===== src/rtl/alu_op_sched.sv =====
// Scheduler for one ALU operation per command. It gates the ALU clock, starts the ALU and
// waits a bounded time for its result, then writes the result bytes to the TX FIFO.
module alu_op_sched #(
  parameter int FUN_W   = 4,
  parameter int OUT_W   = 16,
  parameter int DATA_W  = 8,
  parameter int TIMEOUT = 8
) (
  input  logic              CLK,
  input  logic              RST,
  input  logic              CMD_VALID,
  input  logic [FUN_W-1:0]  CMD_FUN,
  input  logic              CMD_ONE_BYTE,
  output logic              CMD_READY,
  output logic              GATE_EN,
  output logic              ALU_EN,
  output logic [FUN_W-1:0]  ALU_FUN,
  input  logic [OUT_W-1:0]  ALU_OUT,
  input  logic              ALU_OUT_VALID,
  input  logic              F_FULL,
  output logic              W_INC,
  output logic [DATA_W-1:0] Wr_DATA,
  output logic              BUSY,
  output logic              ERR
);

  typedef enum logic [2:0] {
    IDLE    = 3'd0,
    GATE_ON = 3'd1,
    EXEC    = 3'd2,
    WAIT    = 3'd3,
    WR_LO   = 3'd4,
    WR_HI   = 3'd5
  } state_t;

  localparam logic [7:0] TO_LAST = 8'(TIMEOUT - 1);

  state_t             state_q, state_d;
  logic [FUN_W-1:0]   fun_q, fun_d;
  logic               mode_q, mode_d;
  logic [OUT_W-1:0]   res_q, res_d;
  logic [7:0]         cnt_q, cnt_d;
  logic               err_q, err_d;
  logic [DATA_W-1:0]  hold_q, hold_d;

  logic               gate_en;
  logic               alu_en;
  logic               w_inc;
  logic [DATA_W-1:0]  wr_data;

  function automatic logic [DATA_W-1:0] lo_byte(input logic [OUT_W-1:0] r);
    return r[DATA_W-1:0];
  endfunction

  function automatic logic [DATA_W-1:0] hi_byte(input logic [OUT_W-1:0] r);
    return r[OUT_W-1:DATA_W];
  endfunction

  always_ff @(posedge CLK or negedge RST) begin
    if (!RST) begin
      state_q <= IDLE;
      fun_q   <= '0;
      mode_q  <= 1'b0;
      res_q   <= '0;
      cnt_q   <= '0;
      err_q   <= 1'b0;
      hold_q  <= '0;
    end else begin
      state_q <= state_d;
      fun_q   <= fun_d;
      mode_q  <= mode_d;
      res_q   <= res_d;
      cnt_q   <= cnt_d;
      err_q   <= err_d;
      hold_q  <= hold_d;
    end
  end

  always_comb begin
    state_d = state_q;
    fun_d   = fun_q;
    mode_d  = mode_q;
    res_d   = res_q;
    cnt_d   = cnt_q;
    err_d   = 1'b0;
    hold_d  = hold_q;
    gate_en = 1'b0;
    alu_en  = 1'b0;
    w_inc   = 1'b0;
    wr_data = hold_q;

    case (state_q)
      IDLE: begin
        if (CMD_VALID) begin
          fun_d   = CMD_FUN;
          mode_d  = CMD_ONE_BYTE;
          state_d = GATE_ON;
        end
      end
      GATE_ON: begin
        gate_en = 1'b1;
        state_d = EXEC;
      end
      EXEC: begin
        gate_en = 1'b1;
        alu_en  = 1'b1;
        cnt_d   = '0;
        state_d = WAIT;
      end
      WAIT: begin
        gate_en = 1'b1;
        // A result arriving on the last allowed cycle still counts as success.
        if (ALU_OUT_VALID) begin
          res_d   = ALU_OUT;
          state_d = WR_LO;
        end else if (cnt_q == TO_LAST) begin
          err_d   = 1'b1;
          cnt_d   = '0;
          state_d = IDLE;
        end else begin
          cnt_d = cnt_q + 8'd1;
        end
      end
      WR_LO: begin
        wr_data = lo_byte(res_q);
        hold_d  = wr_data;
        w_inc   = !F_FULL;
        if (!F_FULL) state_d = mode_q ? IDLE : WR_HI;
      end
      WR_HI: begin
        wr_data = hi_byte(res_q);
        hold_d  = wr_data;
        w_inc   = !F_FULL;
        if (!F_FULL) state_d = IDLE;
      end
      default: state_d = IDLE;
    endcase
  end

  assign CMD_READY = (state_q == IDLE);
  assign BUSY      = !CMD_READY;
  assign GATE_EN   = gate_en;
  assign ALU_EN    = alu_en;
  assign ALU_FUN   = fun_q;
  assign W_INC     = w_inc;
  assign Wr_DATA   = wr_data;
  assign ERR       = err_q;

endmodule


===== config.mk =====
export PLATFORM = sky130hd
export DESIGN_NAME = alu_op_sched
export DESIGN_NICKNAME = d
export VERILOG_FILES = /design/src/rtl/alu_op_sched.sv
export SDC_FILE = /design/constraint.sdc
export NUM_CORES = 1
export LEC_CHECK = 0
export ABC_AREA = 1
export CAP_MARGIN = 5
export CELL_PAD_IN_SITES_DETAIL_PLACEMENT = 0
export CELL_PAD_IN_SITES_GLOBAL_PLACEMENT = 1
export CORE_UTILIZATION = 33
export DETAILED_ROUTE_END_ITERATION = 10
export GPL_TIMING_DRIVEN = 0
export PLACE_DENSITY_LB_ADDON = 0.1
export RECOVER_POWER = 50
export SYNTH_ARGS = -nofsm -noshare
export SYNTH_HDL_FRONTEND = slang
export SYNTH_SLANG_ARGS = --single-unit

===== constraint.sdc =====
create_clock -name CLK -period 1.4 [get_ports CLK]
set_input_delay 0.42 -clock CLK [delete_from_list [all_inputs] [get_ports CLK]]
set_output_delay 0.42 -clock CLK [all_outputs]
set_load 0.005 [all_outputs]

# ---- After elaboration in Yosys (flattened, before gate mapping)
# Cells that the tools add are included.
dict set report totals {
  regBits 41
  elab_cells 46
  input_bits 26
  output_inout_bits 18
}
dict set report classes {
  add_sub_neg 1
  reduce_logical 10
  muxes 17
  eq_ne 11
}
# op n
set ops {}
lappend ops {{8-bit one-hot mux with 2 select lines} 2}
lappend ops {{3-bit 2-to-1 mux} 6}
lappend ops {{3-bit one-hot mux with 6 select lines} 1}
lappend ops {{8-bit 2-to-1 mux} 2}
lappend ops {{8-bit by 1-bit adder with 8-bit output, second input constant} 1}
lappend ops {{8-bit by 3-bit == test with 1-bit output, second input constant} 1}
lappend ops {{2-bit != test, second input constant} 4}
lappend ops {{3-bit by 2-bit == test with 1-bit output, second input constant} 2}
lappend ops {{3-bit == test, second input constant} 2}
lappend ops {{1-bit 2-to-1 mux} 6}
lappend ops {{2-bit AND reduction} 3}
lappend ops {{4-bit AND reduction} 1}
lappend ops {{3-bit by 1-bit == test with 1-bit output, second input constant} 1}
lappend ops {{3-bit logical NOT} 1}
lappend ops {{3-bit != test, second input constant} 1}
lappend ops {{3-bit OR reduction} 1}
lappend ops {{1-bit logical NOT} 2}
lappend ops {{2-bit nonzero test} 1}
lappend ops {{2-bit OR reduction} 1}

# ---- Depth between registers and ports, before layout
# Gate-level depths: netlist of the first run.
dict set report depth {
  depth_word 4
  mapped_depth 8
  mapped_depth_nobuf 8
}

# ---- Worst setup path after synthesis of the first run
# Ideal clock, no wire load.
dict set report synth_timing {
  kind {flip-flop to output port}
  startpoint {reg state_q[2]}
  endpoint {out Wr_DATA[0]}
  slack_ns -0.025
  required_ns 0.980
  path_buffers 1
  arrival_ns 1.005
  stages_incl_launch_ff 6
  cell_sequence {dfrtp_1 > buf_4 > nand2_2 > nor2_2 > nand2_1 > nand3_1}
}
dict set report synth_via {
  elab_chain_cells 2
  elab_cells_between_ends 3
  classes_between {2 x eq/ne; 1 x mux}
}
# item line_no
set synth_lines {}
lappend synth_lines {{start, declared} 38} ;# state_t state_q, state_d;
lappend synth_lines {{start signal, assigned} 69} ;# state_q <= state_d;
lappend synth_lines {{3-bit == test} 92} ;# case (state_q)
lappend synth_lines {{8-bit one-hot mux with 2 select lines (*)} 92}
lappend synth_lines {{end, declared} 22} ;# output logic [DATA_W-1:0] Wr_DATA,
# Every way passes the cells marked *; elsewhere a longest branch is shown, timed or not.

# ---- Worst setup path after layout of the first run
dict set report layout_timing {
  startpoint {reg state_q[1]}
  endpoint {out Wr_DATA[7]}
}
# The elaborated chain is that of the path after synthesis.

==> results.toml, run 1 <==
[run_status]
outcome = "complete, but fails checks"
failed_checks = "setup timing"

[routing]
antenna_left = 0
wire_per_inst_um = 12.5
first_pass_iters = 4
vias_per_cell = 4.47
drc = 0
drt_wl_total_um = 4950
drt_iter0_markers = 58
routed-via-count = 1766

[placement]
port-buffer-count = 42
dpl_worst_slack_ns = -0.734
routabilityCongestion = 0.704
dp_hpwl_um = 3070
placed_area_um2 = 2460

[global_route]
grt_util_all_layers_pct = 18.0
grt-ovfl-total = 0
grt_max_degree = 24
grt_first_pass_wirelength_um = 8380
grt_pass1_vias = 1816
antenna_found_initial = 0

[worst_setup_path]
path_cells = "inv_2 -> nand2_4 -> nor2_4 -> buf_6 -> buf_6 -> nand2_4 -> nand3_2 -> buf_2"
crit_type = "reg2out"
path_buf_inv = 4
crit_fanout = 3
required_ns = 0.98
crit_family = "flip-flops"
regToRegSetupSlack_ns = -0.06
start_kind = "register"
slowest_stage = "dfrtp_2"
worst_setup_path_end_kind = "primary output"
cp.arrival_ns = 1.47
cpPeakStageDelay_ns = 0.45

[finish]
n_antenna_cell = 0
nNetsFinal = 349
final_core_util_pct = 54.2
drive_gt1_share_pct = 33.7
final_common_cell = "nand2_1"
finalInstanceArea_um2 = 3020
syn2layout_area_growth_pct = 56.9
most-common-layout-cells = "84 x nand2_1, 39 x dfrtp_1, 27 x nand3_1"
fillers = 551

[timing]
skew_ns = 0.00815
fmax_mhz = 530
relSlewSlack_pct = 32.6
setup_viol = 18
rsz0062_at_grt = "yes"
finalHoldViolations = 0
period_share_pct = 135
tightest_slew_ns = 1.01
finalWorstSetupSlack_ns = -0.487
fin_crit_ns = 1.89
final.setup.tns_ns = -5.68
report.final.slew_viol_count = 0

[synthesis]
synth_fp_nets = 264
syn_avg_cell_area_um2 = 8.12
synth_seq_cells = 41
netlist_top_cells_area = "dfrtp_1 53%, nand2_1 19%, nand3_1 9.4%, inv_1 3.9%, nor2_1 1.8%"
syn_area_um2 = 1930
ys_warn_count = 0
yosysSeqAreaShare_pct = 53.3
synth_cell_types = 24
yosys.area.top_type = "dfrtp_1"
synth_top_area_share_pct = 53.3
syn-instance-count = 237

[power_and_ir_drop]
p_per_area_nw_per_um2 = 1960
p_total_mw = 5.92
ir_drop_mv = 1.14
leakage_nw = 1.63

[die]
core_um2 = 5570
die_x_um = 78.4
ioPinCount = 44
initial_core_util_pct = 34.5
die_area_um2 = 6140
rows = 27
die_h_um = 78.4

[cts]
numClockSinks = 41
clk_pin_slew_worst_paths_ns = 0.08
cts_buffers = 5
cts_tree = "done"
cts_root_buf = "clkbuf_8"
cts-htree-levels = 2
clock_latency_ns = 0.30
cts_hold_buffers = 0
clockBufferDepth = 2

[run]
maxCapViolCount = 0

[worst_hold_path]
hp-class = "in2async"
## synthesized netlist by cell type
library cell	number
nor2_4	2
o31ai_1	1
clkbuf_1	1
nand2_2	3
o21ai_1	2
buf_4	2
nand2_4	2
xor2_1	2
ha_1	1
nor2_2	2
dfrtp_1	41
nand2_1	100
nor3_1	1
buf_2	1
nand3_1	36
nand3b_1	1
nor2_1	9
o22ai_1	2
inv_1	20
o21ai_0	3
nor2_8	1
nand4_1	2
buf_6	1
inv_2	1
## area by class of cell
type | count | area (um^2) | area share [%]
flip-flops and latches | 41 | 1030 | 34.0
multi-input cells | 170 | 941 | 31.1
repair buffers | 78 | 703 | 23.3
well taps | 72 | 90.1 | 2.98
inverters | 21 | 86.3 | 2.86
clock buffers | 5 | 68.8 | 2.28
clock inverters | 3 | 65.1 | 2.15
plain buffers | 5 | 38.8 | 1.28
## cells by family after synthesis
| group | count (synthesis) | share of synthesized area, % |
|---|---|---|
| buffers and inverters | 26 | 5.91 |
| flip-flops | 41 | 53.3 |
| XOR/XNOR | 2 | 0.910 |
| AO/OA/AOI/OAI | 8 | 2.34 |
| adder cells (fa/ha/maj) | 1 | 0.650 |
| AND/OR/NAND/NOR | 159 | 36.9 |
## where the power goes
part,switching (mW),internal [mW]
registers,0.281,1.65
logic,1.41,1.45
clock network,0.431,0.709
total,2.12,3.80
## final timing paths
kind | startpoint | to | cells past startpoint
setup reg to reg | state_q[1] | ALU_FUN[1] | 10
hold reg to reg | ALU_FUN[2] | ALU_FUN[2] | 2
min in group CLK | ALU_FUN[2] | ALU_FUN[2] | 2
max in group asynchronous | RST | state_q[0] | 2
setup / recovery | state_q[1] | Wr_DATA[7] | 8
hold / removal | RST | hold_q[3] | 1
## sequential cells by signal, indices dropped and copies added, names as in the netlist
register	flops
ALU_FUN	4
ERR	1
cnt_q	8
hold_q	8
mode_q	1
res_q	16
state_q	3
## layer usage
metal  up-vias  GRT usage, %  share of wire, %
met3         5          3.49               3.5
li1        919             -                 -
met4         0          6.67               1.3
met1       808          23.0                47
met5         -             0                 0
met2        34          30.0                48
## timing repair
action	4_1_cts	5_1_grt
resized for setup	101	25
cloned	0	1
endpoints found under the setup margin	18	41
endpoints found under the hold margin	0	0
setup buffers	24	10
pin swaps	14	7
## per-stage QoR
stage,cells,hold WS (ns)
global placement,351,0.454
CTS,384,0.0723
finish,395,0.264
floorplan,237,0.124
detailed placement,352,0.401
global route,395,0.327
Power figures use the tool's default switching activity.
==> run 2, diff against run 1 <==
--- a/config.mk
+++ b/config.mk
@@ -14,6 +14,7 @@
 export GPL_TIMING_DRIVEN = 0
 export PLACE_DENSITY_LB_ADDON = 0.1
 export RECOVER_POWER = 50
+export SLEW_MARGIN = 30
 export SYNTH_ARGS = -nofsm -noshare
 export SYNTH_HDL_FRONTEND = slang
 export SYNTH_SLANG_ARGS = --single-unit
==> run 2 against run 1 <==
  * Cell count rose by 3.0%
  * Via count rose by 4.6%
  * Hold slack better by 0.030 ns
  * Largest cell class is now multi-input combinational cells
  * Routed wire length grew 11%
  * Clock power hardly changed
  * The flow still finishes with violations (setup timing)
  * Sequential power increased by 3%
  * Maximum frequency fell by 3.2%
  * Non-clock buffer count rose by 12
==> results.toml, run 2 (same netlist as run 1, synthesis figures left out) <==
[run_status]
outcome = "complete, but fails checks"
failed_checks = "setup timing"

[finish]
largest-register = "res_q"
multi_input_area_um2 = 1050
instances_no_fill = 407
nNetsFinal = 361
fillers = 507
regArea_um2 = 1030
final_core_util_pct = 58.5
n_antenna_cell = 0
most-common-layout-cells = "67 x nand2_1, 39 x dfrtp_1, 26 x nand3_1, 26 x buf_4, 25 x nand2_2"
top_regs = "res_q: 16 flops, cnt_q: 8 flops, hold_q: 8 flops"
final_common_cell = "nand2_1"
drive_gt1_share_pct = 43.3
syn2layout_area_growth_pct = 69.3
largest_reg_flops = 16

[timing]
tightest_slew_ns = 1.05
relSlewSlack_pct = 30.0
fmax_mhz = 513
finalWorstSetupSlack_ns = -0.550
finalHoldViolations = 0
fin_crit_ns = 1.95
hold_ws_ns = 0.294
report.final.slew_viol_count = 0
setup_viol = 46
rsz0062_at_grt = "yes"
period_share_pct = 139
skew_ns = 0.00711

[die]
die_area_um2 = 6140
core_um2 = 5570
rows = 27
die_h_um = 78.4
initial_core_util_pct = 34.5
ioPinCount = 44
die_x_um = 78.4

[cts]
cts_tree = "done"
clk_pin_slew_worst_paths_ns = 0.09
numClockSinks = 41
clockBufferDepth = 2
clock_latency_ns = 0.30
cts_buffers = 5
cts-htree-levels = 2
cts_root_buf = "clkbuf_8"

[global_route]
grt_pass1_vias = 1795
grt_first_pass_wirelength_um = 8400
antenna_found_initial = 0
grt-ovfl-total = 0
grt_max_degree = 42
grt_util_all_layers_pct = 18.1

[routing]
drt_wl_total_um = 5510
wire_per_inst_um = 13.5
antenna_left = 0
drt_iter0_markers = 59
drc = 0
vias_per_cell = 4.54
routed-via-count = 1848
first_pass_iters = 4

[power_and_ir_drop]
p_total_mw = 6.62
p_per_area_nw_per_um2 = 2030
ir_drop_mv = 1.10
leakage_nw = 1.71

[placement]
post-place-cells = 351
dp_hpwl_um = 2970
port-buffer-count = 42
routabilityCongestion = 0.704

[worst_hold_path]
hp-class = "in2async"

[worst_setup_path]
crit_type = "reg2out"
endpoint = "Wr_DATA[1]"
crit_fanout = 4
regToRegSetupSlack_ns = -0.22
r2r_end = "cnt_q[2]"
r2r_cells = 10
worst_setup_path_end_kind = "primary output"
cp-startpoint = "state_q[2]"
required_ns = 0.98
start_kind = "register"
cp.arrival_ns = 1.53
timing.rr.start = "state_q[2]"

[run]
maxCapViolCount = 0
-- run 2: cell count changes in the layout (fill, tap and decap cells not counted), sizes merged --
cell	delta
clkbuf	-2
clkdlybuf4s50	+1
buf	+14
clkinv	-1
dlymetal6s2s	-1
inv	+1
-- run 2: worst min path at each step --
stage / startpoint / to / slack [ns] / depth (start not counted)
global route: RST / hold_q[4] / 0.38 / 1
CTS: RST / cnt_q[0] / 0.11 / 1
global placement: res_q[6] / res_q[6] / 0.45 / 2
detailed placement: RST / cnt_q[5] / 0.44 / 1
finish: RST / hold_q[4] / 0.29 / 1
floorplan: RST / ALU_FUN[0] / 0.12 / 0
-- run 2: routing by layer --
metal	track usage, %	wire, um	part of all wire, %
met1	23.5	2570	47
met2	29.8	2660	48
met3	3.49	184	3.3
met4	6.67	85	1.5
met5	0	0	0
-- run 2: power by group --
| group | switching [mW] | internal, mW |
|---|---|---|
| Clock | 0.456 | 0.718 |
| Sequential | 0.339 | 1.65 |
| Combinational | 1.67 | 1.79 |
| Total | 2.46 | 4.15 |
-- run 2: what timing repair did --
| action | 4_1_cts | 5_1_grt |
|---|---|---|
| pin swaps | 9 | 15 |
| endpoints found under the setup margin | 19 | 48 |
| buffers inserted | 30 | 19 |
| hold buffers | 0 | 0 |
| gates cloned | 0 | 1 |
| gates resized for setup | 104 | 65 |
-- run 2: per-stage QoR --
stage / setup TNS [ns] / worst slack (ns) / cell area [um^2]
global route: -13.29 / -0.609 / 3260
finish: -10.76 / -0.550 / 3260
global placement: -61.01 / -1.28 / 2440
floorplan: 0 / 0.0319 / 1930
detailed placement: -8.52 / -0.747 / 2440
CTS: -6.78 / -0.539 / 2890
-- run 2: area by class of cell --
cell class / instances / area share (%)
repair buffers: 90 / 24.9
plain buffers: 5 / 1.42
well taps: 72 / 2.76
flip-flops and latches: 41 / 31.5
multi-input cells: 170 / 32.3
inverters: 21 / 2.88
clock inverters: 3 / 2.11
clock buffers: 5 / 2.11
-- run 2: critical path: stages, from the launching register on --
cell,delay (ns)
dfrtp_1,0.39
buf_6,0.13
buf_6,0.12
nand2_4,0.07
inv_4,0.04
buf_4,0.13
buf_6,0.11
nand2_2,0.05
nand3_2,0.06
buf_2,0.13
==> run 3, diff against run 2 <==
--- a/config.mk
+++ b/config.mk
@@ -10,6 +10,7 @@
 export CELL_PAD_IN_SITES_DETAIL_PLACEMENT = 0
 export CELL_PAD_IN_SITES_GLOBAL_PLACEMENT = 1
 export CORE_UTILIZATION = 33
+export CTS_CLUSTER_DIAMETER = 150
 export DETAILED_ROUTE_END_ITERATION = 10
 export GPL_TIMING_DRIVEN = 0
 export PLACE_DENSITY_LB_ADDON = 0.1
==> results of run 3 <==
Final layout, timing and power as in run 2 (identical DEF).
